[config.mk]
export PLATFORM = sky130hd
export DESIGN_NAME = uart_tx_byte
export DESIGN_NICKNAME = d
export VERILOG_FILES = /design/src/rtl/uart_tx_byte.sv
export SDC_FILE = /design/constraint.sdc
export NUM_CORES = 1
export LEC_CHECK = 0
export ABC_AREA = 1
export CAP_MARGIN = 20
export CORE_MARGIN = 1.5
export CORE_UTILIZATION = 40
export CTS_CLUSTER_SIZE = 40
export DETAILED_ROUTE_END_ITERATION = 10
export PLACE_DENSITY_LB_ADDON = 0.05
export REMOVE_ABC_BUFFERS = 1
export SLEW_MARGIN = 20
export SYNTH_ARGS = -nofsm -noshare
export SYNTH_HDL_FRONTEND = slang
export SYNTH_SLANG_ARGS = --single-unit
[constraint.sdc]
create_clock -name vram_clk -period 4.85 [get_ports vram_clk]
set_input_delay 0.97 -clock vram_clk [delete_from_list [all_inputs] [get_ports vram_clk]]
set_output_delay 0.97 -clock vram_clk [all_outputs]
set_load 0.03 [all_outputs]
[src/rtl/uart_tx_byte.sv]
// 8N1/8N2 UART transmitter with a one-byte hold register, rising-edge byte
// strobe and sticky overrun flag. All outputs are registered.
module uart_tx_byte #(
  parameter int unsigned CYCLES_PER_BIT = 104,
  parameter int unsigned STOP_BITS      = 1
) (
  input  logic       vram_clk,
  input  logic       reset_n,
  input  logic [7:0] data_in,
  input  logic       data_in_rdy,
  input  logic       clr_overrun,
  output logic       tx,
  output logic       busy,
  output logic       byte_done,
  output logic       overrun
);

  localparam int unsigned CW = (CYCLES_PER_BIT > 2) ? $clog2(CYCLES_PER_BIT) : 1;
  localparam logic [CW-1:0] CNT_MAX   = CW'(CYCLES_PER_BIT - 1);
  localparam logic          STOP_LAST = 1'(STOP_BITS - 1);

  typedef enum logic [1:0] {IDLE, START, DATA, STOP} state_t;

  state_t        state_q, state_d;
  logic [CW-1:0] cnt_q, cnt_d;
  logic [2:0]    idx_q, idx_d;
  logic          stop_cnt_q, stop_cnt_d;
  logic [7:0]    shift_q, shift_d;
  logic [7:0]    hold_q, hold_d;
  logic          hold_valid_q, hold_valid_d;
  logic          rdy_d_q, rdy_d_d;
  logic          tx_q, tx_d;
  logic          busy_q, busy_d;
  logic          byte_done_q, byte_done_d;
  logic          overrun_q, overrun_d;

  logic rise, consume, overrun_set, bit_end;

  always_comb begin
    rise         = data_in_rdy & ~rdy_d_q;
    consume      = (state_q == IDLE) & hold_valid_q;
    rdy_d_d      = data_in_rdy;
    hold_d       = hold_q;
    hold_valid_d = hold_valid_q;
    overrun_set  = 1'b0;

    if (consume) hold_valid_d = 1'b0;
    // A rise coinciding with consumption refills the hold without overrun.
    if (rise) begin
      if (!hold_valid_q || consume) begin
        hold_d       = data_in;
        hold_valid_d = 1'b1;
      end else begin
        overrun_set = 1'b1;
      end
    end
    overrun_d = overrun_set ? 1'b1 : (clr_overrun ? 1'b0 : overrun_q);
  end

  always_comb begin
    state_d    = state_q;
    idx_d      = idx_q;
    stop_cnt_d = stop_cnt_q;
    shift_d    = shift_q;
    bit_end    = (cnt_q == CNT_MAX);
    cnt_d      = bit_end ? '0 : cnt_q + CW'(1);

    unique case (state_q)
      IDLE: begin
        cnt_d = '0;
        if (hold_valid_q) begin
          shift_d = hold_q;
          state_d = START;
        end
      end
      START: begin
        if (bit_end) begin
          state_d = DATA;
          idx_d   = '0;
        end
      end
      DATA: begin
        if (bit_end) begin
          shift_d = {1'b0, shift_q[7:1]};
          idx_d   = idx_q + 3'd1;
          if (idx_q == 3'd7) begin
            state_d    = STOP;
            stop_cnt_d = 1'b0;
          end
        end
      end
      STOP: begin
        if (bit_end) begin
          if (stop_cnt_q == STOP_LAST) state_d = IDLE;
          else                         stop_cnt_d = stop_cnt_q + 1'b1;
        end
      end
      default: state_d = IDLE;
    endcase

    // Outputs are decoded from next-state values so the registers line up with the state.
    unique case (state_d)
      START:   tx_d = 1'b0;
      DATA:    tx_d = shift_d[0];
      default: tx_d = 1'b1;
    endcase
    busy_d      = (state_d != IDLE) | hold_valid_d;
    byte_done_d = (state_d == STOP) && (cnt_d == CNT_MAX) && (stop_cnt_d == STOP_LAST);
  end

  always_ff @(posedge vram_clk or negedge reset_n) begin
    if (!reset_n) begin
      state_q      <= IDLE;
      cnt_q        <= '0;
      idx_q        <= '0;
      stop_cnt_q   <= 1'b0;
      shift_q      <= '0;
      hold_q       <= '0;
      hold_valid_q <= 1'b0;
      rdy_d_q      <= 1'b1;
      tx_q         <= 1'b1;
      busy_q       <= 1'b0;
      byte_done_q  <= 1'b0;
      overrun_q    <= 1'b0;
    end else begin
      state_q      <= state_d;
      cnt_q        <= cnt_d;
      idx_q        <= idx_d;
      stop_cnt_q   <= stop_cnt_d;
      shift_q      <= shift_d;
      hold_q       <= hold_d;
      hold_valid_q <= hold_valid_d;
      rdy_d_q      <= rdy_d_d;
      tx_q         <= tx_d;
      busy_q       <= busy_d;
      byte_done_q  <= byte_done_d;
      overrun_q    <= overrun_d;
    end
  end

  assign tx        = tx_q;
  assign busy      = busy_q;
  assign byte_done = byte_done_q;
  assign overrun   = overrun_q;

endmodule

==> key figures <==
Clock network
  – CTS sink cnt: 35
  – Clk Latency, worst-skew pair: 290 ps
  – CTS tree: done
  – Postcts setup bufs: 0
  – CTS buffer count: 5
  – Hold buffers post-CTS: 0
  – Clk buf depth: 2
  – Worst-path clk slew: 70 ps
  – H-tree depth: 2
  – CTS root buf: clkbuf_8
  – Post-cts sizing count: 0

Pwr
  – Combinational share of power: 0.050
  – Int Pwr: 0.4768 mW
  – Clock power share: 0.432
  – Switch Pwr: 0.1266 mW
  – Switching share of power: 0.2098
  – LEAKAGE: 1.037 nW
  – Seq pwr share: 0.518
  – Cell area power density: 300.5 nW/um^2
  – Power Total: 0.6034 mW
  – Peak supply drop: 0.3112 mV

Die
  – Cell Rows: 23
  – Core Region: 4000 um^2
  – Ports: 16
  – Die area: 4585 um^2
  – Horiz. Die Dim: 67.72 um
  – Initial Util: 0.4188
  – Die Height: 67.72 um

Synthesis
  – Synth cell types: 24
  – Ranking of synthesized cells by area: dfrtp_1, nand2_1, mux2_2
  – Synth area leader: dfrtp_1
  – Count leader, synth: nand2_1
  – Post-synth EDFFs: 0
  – Post-synthesis cell count: 179
  – Avg Inst Size Synth: 9.360 um^2
  – Mapped Area: 1675 um^2
  – Sequential share of the synthesized area: 0.5243
  – YS warnings: 0
  – FFs w/ async S/R, synth: 1.000
  – Yosys top cell area share: 0.4929
  – Count of state elements after synthesis: 35
  – Synth Flop Type: dfrtp_1
  – Top cells by count, synth: nand2_1, dfrtp_1, inv_1

Drt
  – DR vias/cell: 4.889
  – DR iter-0 viols: 48
  – Drt first pass iters: 4
  – DRC: 0
  – DRT antenna net count: 0
  – Total wire length: 3080 um
  – Wirelength per Cell: 12.17 um
  – Via Count: 1,237

STA
  – Slew headroom: 0.7085
  – Min cycle time layout: 2428 ps
  – Unrepaired setup endpoints after global routing: false
  – Max-slew violations: 0
  – Measured slew at the worst slew-check pin: 437.3 ps
  – Final setup fails: 0
  – Sum Neg Setup Slack: 0 ps
  – Max Freq: 0.4118 GHz
  – Final period util: 0.5007
  – Final hold violations: 0
  – Clock skew: 6.760 ps

Finish
  – Ant diodes: 0
  – Final #Nets: 221
  – Synthesis-to-finish area growth: 19.87%
  – Ratio of cells with drive above 1 in the final layout: 0.1626

Global route
  – Vias in the first global route: 1,263
  – Total grt overflow: 0
  – Largest net degree at the start of global routing: 36
  – Initial antenna violation count: 0
  – First-pass GRT wire length: 5595 um
  – Overall routing resource usage: 0.1680

Critical path
  – Worst Setup End Kind: output port
  – Crit-path leading delay family: buffers and inverters
  – CP Max Fanout: 1
  – CP Buf/Inv Count: 1
  – Crit path DAT: 1460 ps
  – Critical path cell sequence: clkdlybuf4s50_1
  – CP Class: flop to output port
  – CP max stage delay: 650 ps
  – Slowest cell on the critical path: clkdlybuf4s50_1
  – CP Launch Type: flop
  – Critical Path RT: 3880 ps
  – Flop2flop setup slack: 2920 ps

Placement
  – PortBufs: 15
  – Routability cong.: 0.8472
  – Final HPWL DP: 2380 um

Run status
  – Run status: complete, no violations

Flow run
  – Max-Cap Viols: 0

Hold path
  – Worst hold path type: flop to flop
[flip-flops by register name (all words and copies together), names as in the netlist]
| signal | flops |
|---|---|
| busy | 1 |
| state_q | 2 |
| hold_valid_q | 1 |
| byte_done | 1 |
| idx_q | 3 |
| overrun | 1 |
| hold_q | 8 |
| shift_q | 8 |
| cnt_q | 7 |
| stop_cnt_q | 1 |
| rdy_d_q | 1 |
| tx | 1 |
[cell type report]
cell class	count	area, um^2
multi-input combinational	123	716.9
inverter	21	80.08
sequential	35	878.3
tap	50	62.56
clock inverter	3	43.79
fill	367	1992
clock buffer	5	68.82
timing repair buffer	16	157.7
[tightest hold or removal path, stage by stage, from the launching register on]
cell	delay, ps
dfrtp_1	350
a21oi_2	60
inv_1	40
[placed cells by master (no fill, tap or decap)]
master	netlist	final
o32ai_1	1	1
a21o_2	1	1
dfstp_2	2	2
nor2_2	2	2
ha_1	7	7
o21ai_0	5	5
mux2_2	8	8
nand3_2	2	2
nor2_8	1	1
nand3_1	11	11
a21oi_1	13	13
nor2_1	16	16
a32o_1	1	1
nand2_4	2	2
nand2_1	43	43
inv_1	20	20
nand4_1	3	3
nor3_1	1	1
clkdlybuf4s50_1	0	15
nand2_2	3	3
clkinv_4	0	1
nor2_4	1	1
bufinv_16	0	1
dfrtp_1	33	33
clkbuf_8	0	5
buf_4	0	1
clkinv_2	1	2
a21oi_2	1	1
o21bai_1	1	1
[power groups by stage]
stage	Clock, mW	Sequential, mW	Combinational (mW)
2_1_floorplan	0	0.317	0.0116
4_1_cts	0.269	0.313	0.0313
5_1_grt	0.281	0.314	0.0344
3_5_place_dp	0	0.318	0.0313
6_report	0.260	0.313	0.0303
3_3_place_gp	0	0.318	0.0301
[cells by family after synthesis]
logic type	after synthesis	synth area share
AOI/OAI and AO/OA	23	0.07991
adders and majority gates	7	0.05228
buffers and inverters	21	0.04779
DFF	35	0.5243
muxes	8	0.05377
and+or+nand+nor	85	0.2420
[through the flow]
step	std cells	hold slack [ps]	util	setup WS (ps)	cell area (um^2)
floorplan	179	435.3	-	3108	1675
global placement	245	449.8	0.4739	2608	1896
detailed placement	245	457.1	0.4739	2554	1896
CTS	253	475.3	0.5020	2403	2008
global route	253	506.4	0.5020	2370	2008
finish	253	467.0	0.5020	2422	2008
[final timing paths]
kind / to / startpoint / cells past startpoint
min in group asynchronous: cnt_q[2]$_DFF_PN0_ / reset_n / 2
max: tx / tx$_DFF_PN1_ / 1
min: shift_q[0]$_DFF_PN0_ / shift_q[0]$_DFF_PN0_ / 2
max in group asynchronous: rdy_d_q$_DFF_PN1_ / reset_n / 2
min reg2reg: shift_q[0]$_DFF_PN0_ / shift_q[0]$_DFF_PN0_ / 2
max reg2reg: hold_q[4]$_DFFE_PN0P_ / state_q[1]$_DFF_PN0_ / 6
[metal layers]
layer / part of all wire / track usage / vias to the layer above
met5: 0 / 0 / -
met4: 0.016 / 0.06122 / 0
met3: 0.039 / 0.05500 / 7
met2: 0.47 / 0.2635 / 20
met1: 0.47 / 0.2162 / 581
li1: - / - / 629
Power figures use the tool's default switching activity.
